`config.mk`:
```
export PLATFORM = sky130hd
export DESIGN_NAME = fu_complete_arbiter_flat
export DESIGN_NICKNAME = d
export VERILOG_FILES = /design/src/rtl/fu_complete_arbiter_if.sv /design/src/rtl/fu_complete_arbiter.sv /design/src/flat_wrapper.sv
export SDC_FILE = /design/constraint.sdc
export NUM_CORES = 1
export LEC_CHECK = 0
export BUFFER_PORTS_ARGS = -buffer_cell sky130_fd_sc_hd__buf_2
export CORE_MARGIN = 10
export CORE_UTILIZATION = 30
export CTS_BUF_LIST = sky130_fd_sc_hd__clkbuf_4
export CTS_CLUSTER_SIZE = 8
export DETAILED_ROUTE_END_ITERATION = 10
export GPL_ROUTABILITY_DRIVEN = 0
export PLACE_DENSITY = 0.62
export SLEW_MARGIN = 20
export SYNTH_ARGS = -nofsm -noshare
export SYNTH_HDL_FRONTEND = slang
export SYNTH_SLANG_ARGS = --single-unit
```
`constraint.sdc`:
```
create_clock -name clock -period 8.99 [get_ports clock]
set_input_delay 0.4495 -clock clock [delete_from_list [all_inputs] [get_ports clock]]
set_output_delay 0.4495 -clock clock [all_outputs]
set_load 0.02 [all_outputs]
```
`src/rtl/fu_complete_arbiter_if.sv`:
```
// Completion bus between the functional units, the arbiter and the CDB consumers.
//
// The arbiter connects through the master modport (it drives req_ready and the
// broadcast side). The slave modport is the FU/CDB environment view.
//
// Signals:
//   req_valid  [NUM_FU]            FU i has a finished result
//   req_pr_idx [NUM_FU*PR_IDX_W]   dest PR index, FU i at [i*PR_IDX_W +: PR_IDX_W]
//   req_value  [NUM_FU*DATA_W]     dest value, FU i at [i*DATA_W +: DATA_W]
//   req_ready  [NUM_FU]            FU i result accepted at this edge if req_valid[i]
//   cdb_ready                      downstream can take a broadcast
//   flush                          drop all buffered results
//   cdb_valid/pr_idx/value/fu_id   broadcast slot
//   fu_free    [NUM_FU]            1-cycle pulse: FU i's result was broadcast
//   occupancy                      number of valid holding buffers
interface fu_complete_arbiter_if #(
    parameter int unsigned NUM_FU   = 6,
    parameter int unsigned DATA_W   = 32,
    parameter int unsigned PR_IDX_W = 6,
    parameter int unsigned FU_ID_W  = 3
) ();
    localparam int unsigned OCC_W = $clog2(NUM_FU + 1);

    logic [NUM_FU-1:0]          req_valid;
    logic [NUM_FU*PR_IDX_W-1:0] req_pr_idx;
    logic [NUM_FU*DATA_W-1:0]   req_value;
    logic [NUM_FU-1:0]          req_ready;
    logic                       cdb_ready;
    logic                       flush;
    logic                       cdb_valid;
    logic [PR_IDX_W-1:0]        cdb_pr_idx;
    logic [DATA_W-1:0]          cdb_value;
    logic [FU_ID_W-1:0]         cdb_fu_id;
    logic [NUM_FU-1:0]          fu_free;
    logic [OCC_W-1:0]           occupancy;

    modport master (
        input  req_valid, req_pr_idx, req_value, cdb_ready, flush,
        output req_ready, cdb_valid, cdb_pr_idx, cdb_value, cdb_fu_id, fu_free, occupancy
    );

    modport slave (
        output req_valid, req_pr_idx, req_value, cdb_ready, flush,
        input  req_ready, cdb_valid, cdb_pr_idx, cdb_value, cdb_fu_id, fu_free, occupancy
    );
endinterface

```
`src/rtl/fu_complete_arbiter.sv`:
```
// Completion scheduler: one holding buffer per functional unit, one broadcast per
// cycle onto the CDB, per-FU back-pressure and a registered per-FU free pulse.
//
// Ports:
//   clock  in  rising-edge clock
//   reset  in  asynchronous active-low reset
//   bus    fu_complete_arbiter_if.master (request, broadcast, fu_free, occupancy)
//
// Configuration macro FU_ARB_RR_EN:
//   defined   - round-robin grant starting at rr_ptr, rr_ptr = g+1 after a broadcast
//   undefined - fixed priority, highest FU index wins
module fu_complete_arbiter #(
    parameter int unsigned NUM_FU   = 6,
    parameter int unsigned DATA_W   = 32,
    parameter int unsigned PR_IDX_W = 6,
    parameter int unsigned FU_ID_W  = 3
) (
    input  logic                  clock,
    input  logic                  reset,
    fu_complete_arbiter_if.master bus
);
    localparam int unsigned OCC_W = $clog2(NUM_FU + 1);

    logic [NUM_FU-1:0]   buf_valid_q, buf_valid_d;
    logic [PR_IDX_W-1:0] buf_pr_q    [NUM_FU];
    logic [DATA_W-1:0]   buf_value_q [NUM_FU];
    logic [NUM_FU-1:0]   grant;
    logic [FU_ID_W-1:0]  grant_idx;
    logic                any_valid;
    logic                bcast;
    logic [NUM_FU-1:0]   ready;
    logic [NUM_FU-1:0]   capture;
    logic [NUM_FU-1:0]   fu_free_q, fu_free_d;
    logic [OCC_W-1:0]    occ_q, occ_d;

    assign any_valid = |buf_valid_q;

`ifdef FU_ARB_RR_EN
    logic [FU_ID_W-1:0] rr_ptr_q, rr_ptr_d;
    logic [FU_ID_W-1:0] rr_idx;
    logic               found;

    // First valid buffer at or after rr_ptr, wrapping at NUM_FU.
    always_comb begin
        grant_idx = '0;
        rr_idx    = '0;
        found     = 1'b0;
        for (int unsigned k = 0; k < NUM_FU; k++) begin
            rr_idx = FU_ID_W'((32'(rr_ptr_q) + k) % NUM_FU);
            if (!found && buf_valid_q[rr_idx]) begin
                found     = 1'b1;
                grant_idx = rr_idx;
            end
        end
    end

    always_comb begin
        rr_ptr_d = rr_ptr_q;
        if (bcast) begin
            rr_ptr_d = (grant_idx == FU_ID_W'(NUM_FU - 1)) ? '0 : grant_idx + FU_ID_W'(1);
        end
    end

    always_ff @(posedge clock or negedge reset) begin
        if (!reset) begin
            rr_ptr_q <= '0;
        end else begin
            rr_ptr_q <= rr_ptr_d;
        end
    end
`else
    // Later (higher) indices overwrite earlier ones, so the highest valid index wins.
    always_comb begin
        grant_idx = '0;
        for (int unsigned k = 0; k < NUM_FU; k++) begin
            if (buf_valid_q[k]) begin
                grant_idx = FU_ID_W'(k);
            end
        end
    end
`endif

    always_comb begin
        grant = '0;
        if (any_valid) begin
            grant[grant_idx] = 1'b1;
        end
        bcast = any_valid && bus.cdb_ready && !bus.flush;
        // A granted FU may refill in the same edge its old result leaves.
        ready = '0;
        if (!bus.flush) begin
            ready = ~buf_valid_q | (grant & {NUM_FU{bus.cdb_ready}});
        end
        capture = bus.req_valid & ready;
    end

    always_comb begin
        buf_valid_d = buf_valid_q;
        fu_free_d   = '0;
        if (bus.flush) begin
            buf_valid_d = '0;
        end else begin
            if (bcast) begin
                buf_valid_d = buf_valid_d & ~grant;
                fu_free_d   = grant;
            end
            buf_valid_d = buf_valid_d | capture;
        end
        occ_d = '0;
        for (int unsigned k = 0; k < NUM_FU; k++) begin
            occ_d = occ_d + OCC_W'(buf_valid_d[k]);
        end
    end

    always_ff @(posedge clock or negedge reset) begin
        if (!reset) begin
            buf_valid_q <= '0;
            fu_free_q   <= '0;
            occ_q       <= '0;
        end else begin
            buf_valid_q <= buf_valid_d;
            fu_free_q   <= fu_free_d;
            occ_q       <= occ_d;
        end
    end

    always_ff @(posedge clock or negedge reset) begin
        if (!reset) begin
            for (int unsigned k = 0; k < NUM_FU; k++) begin
                buf_pr_q[k]    <= '0;
                buf_value_q[k] <= '0;
            end
        end else begin
            for (int unsigned k = 0; k < NUM_FU; k++) begin
                if (capture[k]) begin
                    buf_pr_q[k]    <= bus.req_pr_idx[k*PR_IDX_W +: PR_IDX_W];
                    buf_value_q[k] <= bus.req_value[k*DATA_W +: DATA_W];
                end
            end
        end
    end

    always_comb begin
        bus.req_ready  = ready;
        bus.cdb_valid  = any_valid;
        bus.cdb_pr_idx = any_valid ? buf_pr_q[grant_idx] : '0;
        bus.cdb_value  = any_valid ? buf_value_q[grant_idx] : '0;
        bus.cdb_fu_id  = grant_idx;
        bus.fu_free    = fu_free_q;
        bus.occupancy  = occ_q;
    end
endmodule

```
`src/flat_wrapper.sv`:
```
// flat-port wrapper written by rule: the top's interface ports become plain ports
module fu_complete_arbiter_flat 
#(
    parameter int unsigned NUM_FU   = 6,
    parameter int unsigned DATA_W   = 32,
    parameter int unsigned PR_IDX_W = 6,
    parameter int unsigned FU_ID_W  = 3
)
  (clock, reset, bus_req_valid, bus_req_pr_idx, bus_req_value, bus_cdb_ready, bus_flush, bus_req_ready, bus_cdb_valid, bus_cdb_pr_idx, bus_cdb_value, bus_cdb_fu_id, bus_fu_free, bus_occupancy);
  fu_complete_arbiter_if #(.NUM_FU(NUM_FU), .DATA_W(DATA_W), .PR_IDX_W(PR_IDX_W), .FU_ID_W(FU_ID_W)) bus_i ();
  input  logic clock;
  input  logic reset;
  input wire logic [$bits(bus_i.req_valid)-1:0] bus_req_valid;
  input wire logic [$bits(bus_i.req_pr_idx)-1:0] bus_req_pr_idx;
  input wire logic [$bits(bus_i.req_value)-1:0] bus_req_value;
  input wire logic [$bits(bus_i.cdb_ready)-1:0] bus_cdb_ready;
  input wire logic [$bits(bus_i.flush)-1:0] bus_flush;
  output wire logic [$bits(bus_i.req_ready)-1:0] bus_req_ready;
  output wire logic [$bits(bus_i.cdb_valid)-1:0] bus_cdb_valid;
  output wire logic [$bits(bus_i.cdb_pr_idx)-1:0] bus_cdb_pr_idx;
  output wire logic [$bits(bus_i.cdb_value)-1:0] bus_cdb_value;
  output wire logic [$bits(bus_i.cdb_fu_id)-1:0] bus_cdb_fu_id;
  output wire logic [$bits(bus_i.fu_free)-1:0] bus_fu_free;
  output wire logic [$bits(bus_i.occupancy)-1:0] bus_occupancy;
  assign bus_i.req_valid = bus_req_valid;
  assign bus_i.req_pr_idx = bus_req_pr_idx;
  assign bus_i.req_value = bus_req_value;
  assign bus_i.cdb_ready = bus_cdb_ready;
  assign bus_i.flush = bus_flush;
  assign bus_req_ready = bus_i.req_ready;
  assign bus_cdb_valid = bus_i.cdb_valid;
  assign bus_cdb_pr_idx = bus_i.cdb_pr_idx;
  assign bus_cdb_value = bus_i.cdb_value;
  assign bus_cdb_fu_id = bus_i.cdb_fu_id;
  assign bus_fu_free = bus_i.fu_free;
  assign bus_occupancy = bus_i.occupancy;
  fu_complete_arbiter #(.NUM_FU(NUM_FU), .DATA_W(DATA_W), .PR_IDX_W(PR_IDX_W), .FU_ID_W(FU_ID_W)) u_core (.clock(clock), .reset(reset), .bus(bus_i));
endmodule
```
==> results of run 1 <==
[through the flow]
step | cell area (um2) | hold slack (ns)
floorplan | 10700 | 0.154
global placement | 12600 | 0.487
detailed placement | 12600 | 0.493
CTS | 15800 | 0.0113
global route | 15900 | 0.0103
finish | 15900 | 0.0950
[final timing paths]
| path | endpoint | depth (start not counted) | slack, ns | start |
|---|---|---|---|---|
| setup / recovery | bus_cdb_value[13] | 6 | 4.83 | u_core.buf_valid_q[3] |
| hold / removal | u_core.buf_valid_q[3] | 3 | 0.09 | bus_req_valid[3] |
| setup reg to reg | u_core.bus.occupancy[1] | 10 | 5.59 | u_core.buf_valid_q[4] |
| hold reg to reg | u_core.buf_value_q[191] | 1 | 0.51 | u_core.buf_value_q[191] |
| max in group asynchronous | u_core.buf_value_q[119] | 3 | 7.12 | reset |
| min in group asynchronous | u_core.buf_value_q[157] | 2 | 0.36 | reset |
[power groups by stage]
stage          combinational [mW]  sequential [mW]  clock (mW)
2_1_floorplan               0.406             1.39           0
3_3_place_gp                0.618             1.41           0
3_5_place_dp                0.630             1.42           0
4_1_cts                     0.713             1.40        1.09
5_1_grt                     0.771             1.43        1.16
6_report                    0.714             1.41        1.06
[layout by cell type (no fill, tap or decap), types with 2 or more instances in the layout]
cell	Yosys	routed
o22ai_1	38	38
clkinv_2	0	3
nor3_2	0	2
nor2b_1	2	2
fa_1	3	3
buf_4	0	15
a2111oi_0	38	38
clkinv_1	0	14
inv_1	10	9
dlygate4sd3_1	0	233
a21oi_1	7	6
a221oi_1	38	38
diode_2	0	7
dfrtp_1	243	242
nor2_1	10	10
mux2_2	208	208
clkbuf_4	0	99
and2_2	0	2
inv_2	0	3
buf_2	14	293
bufinv_16	0	2
mux2_4	20	20
or2_2	2	2
mux2i_1	38	38
and3_1	2	2
clkinvlp_4	0	2
nor3_1	5	3
[final cells by class]
| cell class | instances | area (um2) |
|---|---|---|
| Antenna cell | 7 | 17.5 |
| Clock buffer | 99 | 743 |
| Clock inverter | 23 | 150 |
| Fill cell | 3071 | 18900 |
| Inverter | 10 | 37.5 |
| Multi-Input combinational cell | 431 | 4330 |
| Sequential cell | 243 | 6080 |
| Tap cell | 455 | 569 |
| Timing Repair Buffer | 542 | 3930 |
[state kept, by name (all words and copies together), names as in the netlist]
register / count
u_core.buf_pr_q: 36
u_core.buf_value_q: 192
u_core.buf_valid_q: 6
u_core.bus.occupancy: 3
u_core.bus.fu_free: 6
[worst reg2reg max path: cells and delay by family (launching register included)]
kind	cells	cell delay [ns]
and+or+nand+nor	4	1.06
adders and majority gates	4	1.64
buffers and inverters	2	0.10
DFF	1	0.47
[per-layer routing]
layer	GRT usage, %	wire, um	vias to the layer above
li1	-	-	3981
met1	20.9	16300	4494
met2	29.8	19200	376
met3	5.69	2720	72
met4	6.40	966	4
met5	0	21	-
[cells by family (layout without fill, tap and decap cells)]
logic type	count (synthesis)	in the layout	share of synthesized area, %
compound gates	126	126	9.20
other cells	0	7	0
fa+ha+maj	4	4	0.681
mux	266	266	28.4
simple gates	35	35	1.85
buf+inv	70	674	2.84
flops	243	243	57.1
==> results.cfg, run 1 <==
[floorplan]
die_w_um = 208
initial_core_util_pct = 30.6
die_area_um2 = 43500
core_um2 = 34800
io_pins = 295
num_rows = 68
chipHeight_um = 208

[setup_path]
cp_data_required_time_ns = 8.54
crit_path_top_delay_cell = a2111oi_0
worstPathArrival_ns = 3.71
path_max_fanout = 40
cp_top_family = compound AO/OA/AOI/OAI gates
path_cells = buf_4 -> o21ai_4 -> buf_4 -> a221oi_1 -> a2111oi_0 -> buf_2
startpoint_type = flip-flop
cp_common_cell = buf_4
end_kind = output pin
path_buf_inv = 3
critPathMaxStageDelay_ns = 0.76
critPathKind = reg2out

[route]
drt.antenna.violating_nets = 0
drc = 0
drtPass1Iterations = 5
via_per_inst = 4.93
dr_total_vias = 8927
drt-total-wl_mm = 39.2
wl_per_cell_um = 21.7
drt_iter0_drc = 434

[timing]
skew_ns = 0.0322
setup_ws_ns = 4.83
fin_tns_setup_ns = 0
slew_headroom_pct = 36.3
period_minus_slack_ns = 4.16
max_freq_mhz = 241
drv_slew = 0
period_share_pct = 46.2
setup_violations = 0
worst_pin_slew_ns = 0.955
hold_viol_final = 0
grt_setup_unrepaired = false

[clock_network]
cts_buffer_depth = 3
cts_tree = yes
clkTransAtPathRegs_ns = 0.06
cts_resized = 0
cts_setup_buffers = 0
cts-htree-levels = 3
cts.sinks = 243
cts-buffers-inserted = 70
root_buffer = clkbuf_4
hold_buffers = 233
insertion_delay_ns = 0.73

[synth]
yosysSeqAreaShare_pct = 57.1
synth_common_cells = dfrtp_1, mux2_2
avgSynthCellArea_um2 = 14.3
ys_warn_count = 0
synth_edf_count = 0
synthDistinctLibCells = 33
synth_area_leader_cell = dfrtp_1
synth_top_area_share_pct = 57.1
syn-instance-count = 744
yosys-top-cells-area = dfrtp_1, mux2_2, mux2i_1
synth_most_common_cell = dfrtp_1
async_flop_share_pct = 100
syn_nets = 986
ys_ff_latch = 243
syn-cell-area_um2 = 10700
synthFlopType = dfrtp_1

[final_layout]
drive_gt1_share_pct = 49.2
fin_util_pct = 45.6
nets = 1540
fin_cells = 1810
area_growth_pct = 48.8

[power]
internal_power_mw = 2.23
power_mw = 3.18
power_density_nw_per_um2 = 200
power_leakage_nw = 7.22
ir_worst_vdd_v = 0.000133
comb_power_share_pct = 22.5
seqPwrFrac_pct = 44.3
switching_share_pct = 29.6
power_frac_clock_pct = 33.3
power.switching_mw = 0.941

[grt]
grt_antenna_before_repair = 8
grt_pass1_wl_mm = 60.7
track_usage_pct = 17.8
grt_max_degree = 103
grt_remaining_overflow = 0
grt_pass1_vias = 10200

[placed_design]
dpl.hpwl_mm = 23.4
dp_cells = 1448
dp_slack_ns = 5.52
port_buffers = 294

[hold_path]
worstHoldPathType = in2reg

[flow_run]
max_cap_viol_count = 0

[run_status]
outcome = completed
No activity file was read; power rests on OpenSTA's default activity.
==> inputs of run 2 (changes only) <==
==> constraint.sdc (replaced) <==
create_clock -name clock -period 3.9 [get_ports clock]
set_input_delay 0.195 -clock clock [delete_from_list [all_inputs] [get_ports clock]]
set_output_delay 0.195 -clock clock [all_outputs]
set_load 0.02 [all_outputs]
==> run 2 against run 1 <==
  * Sequential share of layout area down 0.66 points
  * Worst hold slack worse by 0.00066 ns
  * Count of clock-buffer cells in the layout down 2
  * Register-to-register slack worse by 5.1 ns
  * First-iteration DRC count up 18%
  * Critical endpoint is now bus_cdb_value[27]
==> results.cfg, run 2 (same netlist as run 1, synthesis figures left out) <==
[power]
power_mw = 7.55
ir_worst_vdd_v = 0.000381
power_density_nw_per_um2 = 468
power_leakage_nw = 7.35

[timing]
grt_setup_unrepaired = false
period_share_pct = 92.9
skew_ns = 0.0198
period_minus_slack_ns = 3.62
fin_tns_setup_ns = 0
setup_violations = 0
slew_headroom_pct = 46.4
max_freq_mhz = 276
hold_viol_final = 0
worst_pin_slew_ns = 0.804
setup_ws_ns = 0.275
drv_slew = 0

[final_layout]
top_register = u_core.buf_value_q
reg.largest.list = u_core.buf_value_q (192), u_core.buf_pr_q (36)
fin_util_pct = 46.4
n_fill_cell = 3025
nets = 1561
area_growth_pct = 51.4
layout_common_cells = buf_2, dlygate4sd3_1, dfrtp_1
largest_reg_flops = 192
drive_gt1_share_pct = 49.1
final_common_cell = buf_2

[route]
wl_per_cell_um = 22.1
drc = 0
drtPass1Iterations = 5
via_per_inst = 4.94
drt-total-wl_mm = 40.5
drt_iter0_drc = 514
dr_total_vias = 9034
drt.antenna.violating_nets = 0

[setup_path]
critPathKind = reg2out
end_kind = output pin
startpoint_type = flip-flop
path_max_fanout = 41
worstPathArrival_ns = 3.43
cp_data_required_time_ns = 3.70
r2r_setup_slack_ns = 0.51

[floorplan]
die_area_um2 = 43500
initial_core_util_pct = 30.6
die_w_um = 208
core_um2 = 34800
chipHeight_um = 208
num_rows = 68
io_pins = 295

[grt]
grt.met3_usage_pct = 5.60
grt_antenna_before_repair = 7
grt_pass1_vias = 10500
busiest_layer = met2
grt_remaining_overflow = 0
grt_max_degree = 87
grt_pass1_wl_mm = 63.0
track_usage_pct = 18.5
use_met2_pct = 31.9
grt_use_met1_pct = 21.0

[clock_network]
cts_tree = yes
root_buffer = clkbuf_4
cts.sinks = 243
insertion_delay_ns = 0.71
clkTransAtPathRegs_ns = 0.06
cts_resized = 0
cts_setup_buffers = 0
cts_buffer_depth = 3
cts-htree-levels = 3
hold_buffers = 245
cts-buffers-inserted = 73

[flow_run]
max_cap_viol_count = 0

[placed_design]
dp_slack_ns = 0.553
port_buffers = 294
dpl.hpwl_mm = 24.4

[hold_path]
worstHoldPathType = in2async

[run_status]
outcome = completed
run 2: changes by cell type in the layout (fill, tap and decap cells not counted), sizes merged:
cell	previous run	this run
diode	7	8
clkinvlp	2	0
bufinv	2	5
clkinv	17	19
buf	309	315
clkbuf	99	97
dlygate4sd3	233	245
inv	12	10
run 2: routing by layer:
| layer | wire, um | up-vias |
|---|---|---|
| met5 | 8 | - |
| met4 | 1020 | 2 |
| met3 | 2790 | 71 |
| met2 | 20400 | 395 |
| met1 | 16200 | 4529 |
| li1 | - | 4037 |
run 2: worst paths after layout:
kind,start,endpoint,cells past startpoint
worst max-delay path,u_core.buf_valid_q[3],bus_cdb_value[27],7
worst min-delay path,reset,u_core.buf_value_q[158],2
worst max register to register,u_core.buf_valid_q[4],u_core.bus.occupancy[1],10
worst min register to register,u_core.buf_value_q[167],u_core.buf_value_q[167],1
max in group asynchronous,reset,u_core.buf_value_q[56],3
min in group clock,bus_req_pr_idx[26],u_core.buf_pr_q[8],3
run 2: report_power, final:
group | leakage (nW) | switching [mW] | internal [mW] | total [mW]
Combinational | 3.91 | 0.796 | 0.886 | 1.68
Clock | 0.563 | 1.15 | 1.48 | 2.63
Sequential | 2.88 | 0.251 | 2.98 | 3.23
Total | 7.35 | 2.20 | 5.35 | 7.55
run 2: through the flow:
stage / cell area [um2] / hold slack (ns) / instances
floorplan: 10700 / -0.101 / 744
global placement: 12700 / 0.262 / 1454
detailed placement: 12700 / 0.266 / 1454
CTS: 16100 / 0.0287 / 1820
global route: 16100 / 0.0717 / 1826
finish: 16100 / 0.0943 / 1828
run 2: cell type report:
| type | count | area, um2 | area share, % |
|---|---|---|---|
| Antenna cell | 8 | 20.0 | 0.124 |
| Tap cell | 455 | 569 | 3.53 |
| Sequential cell | 243 | 6080 | 37.7 |
| Clock inverter | 24 | 230 | 1.43 |
| Timing Repair Buffer | 560 | 4140 | 25.7 |
| Inverter | 10 | 37.5 | 0.233 |
| Clock buffer | 97 | 728 | 4.51 |
| Multi-Input combinational cell | 431 | 4320 | 26.8 |
run 2: critical path: stages (launching register included):
cell and delay (ns):
dfrtp_2 0.44, buf_4 0.33, a21oi_4 0.20, buf_4 0.41, buf_4 0.33, a221oi_1 0.10
a2111oi_0 0.59, buf_2 0.28
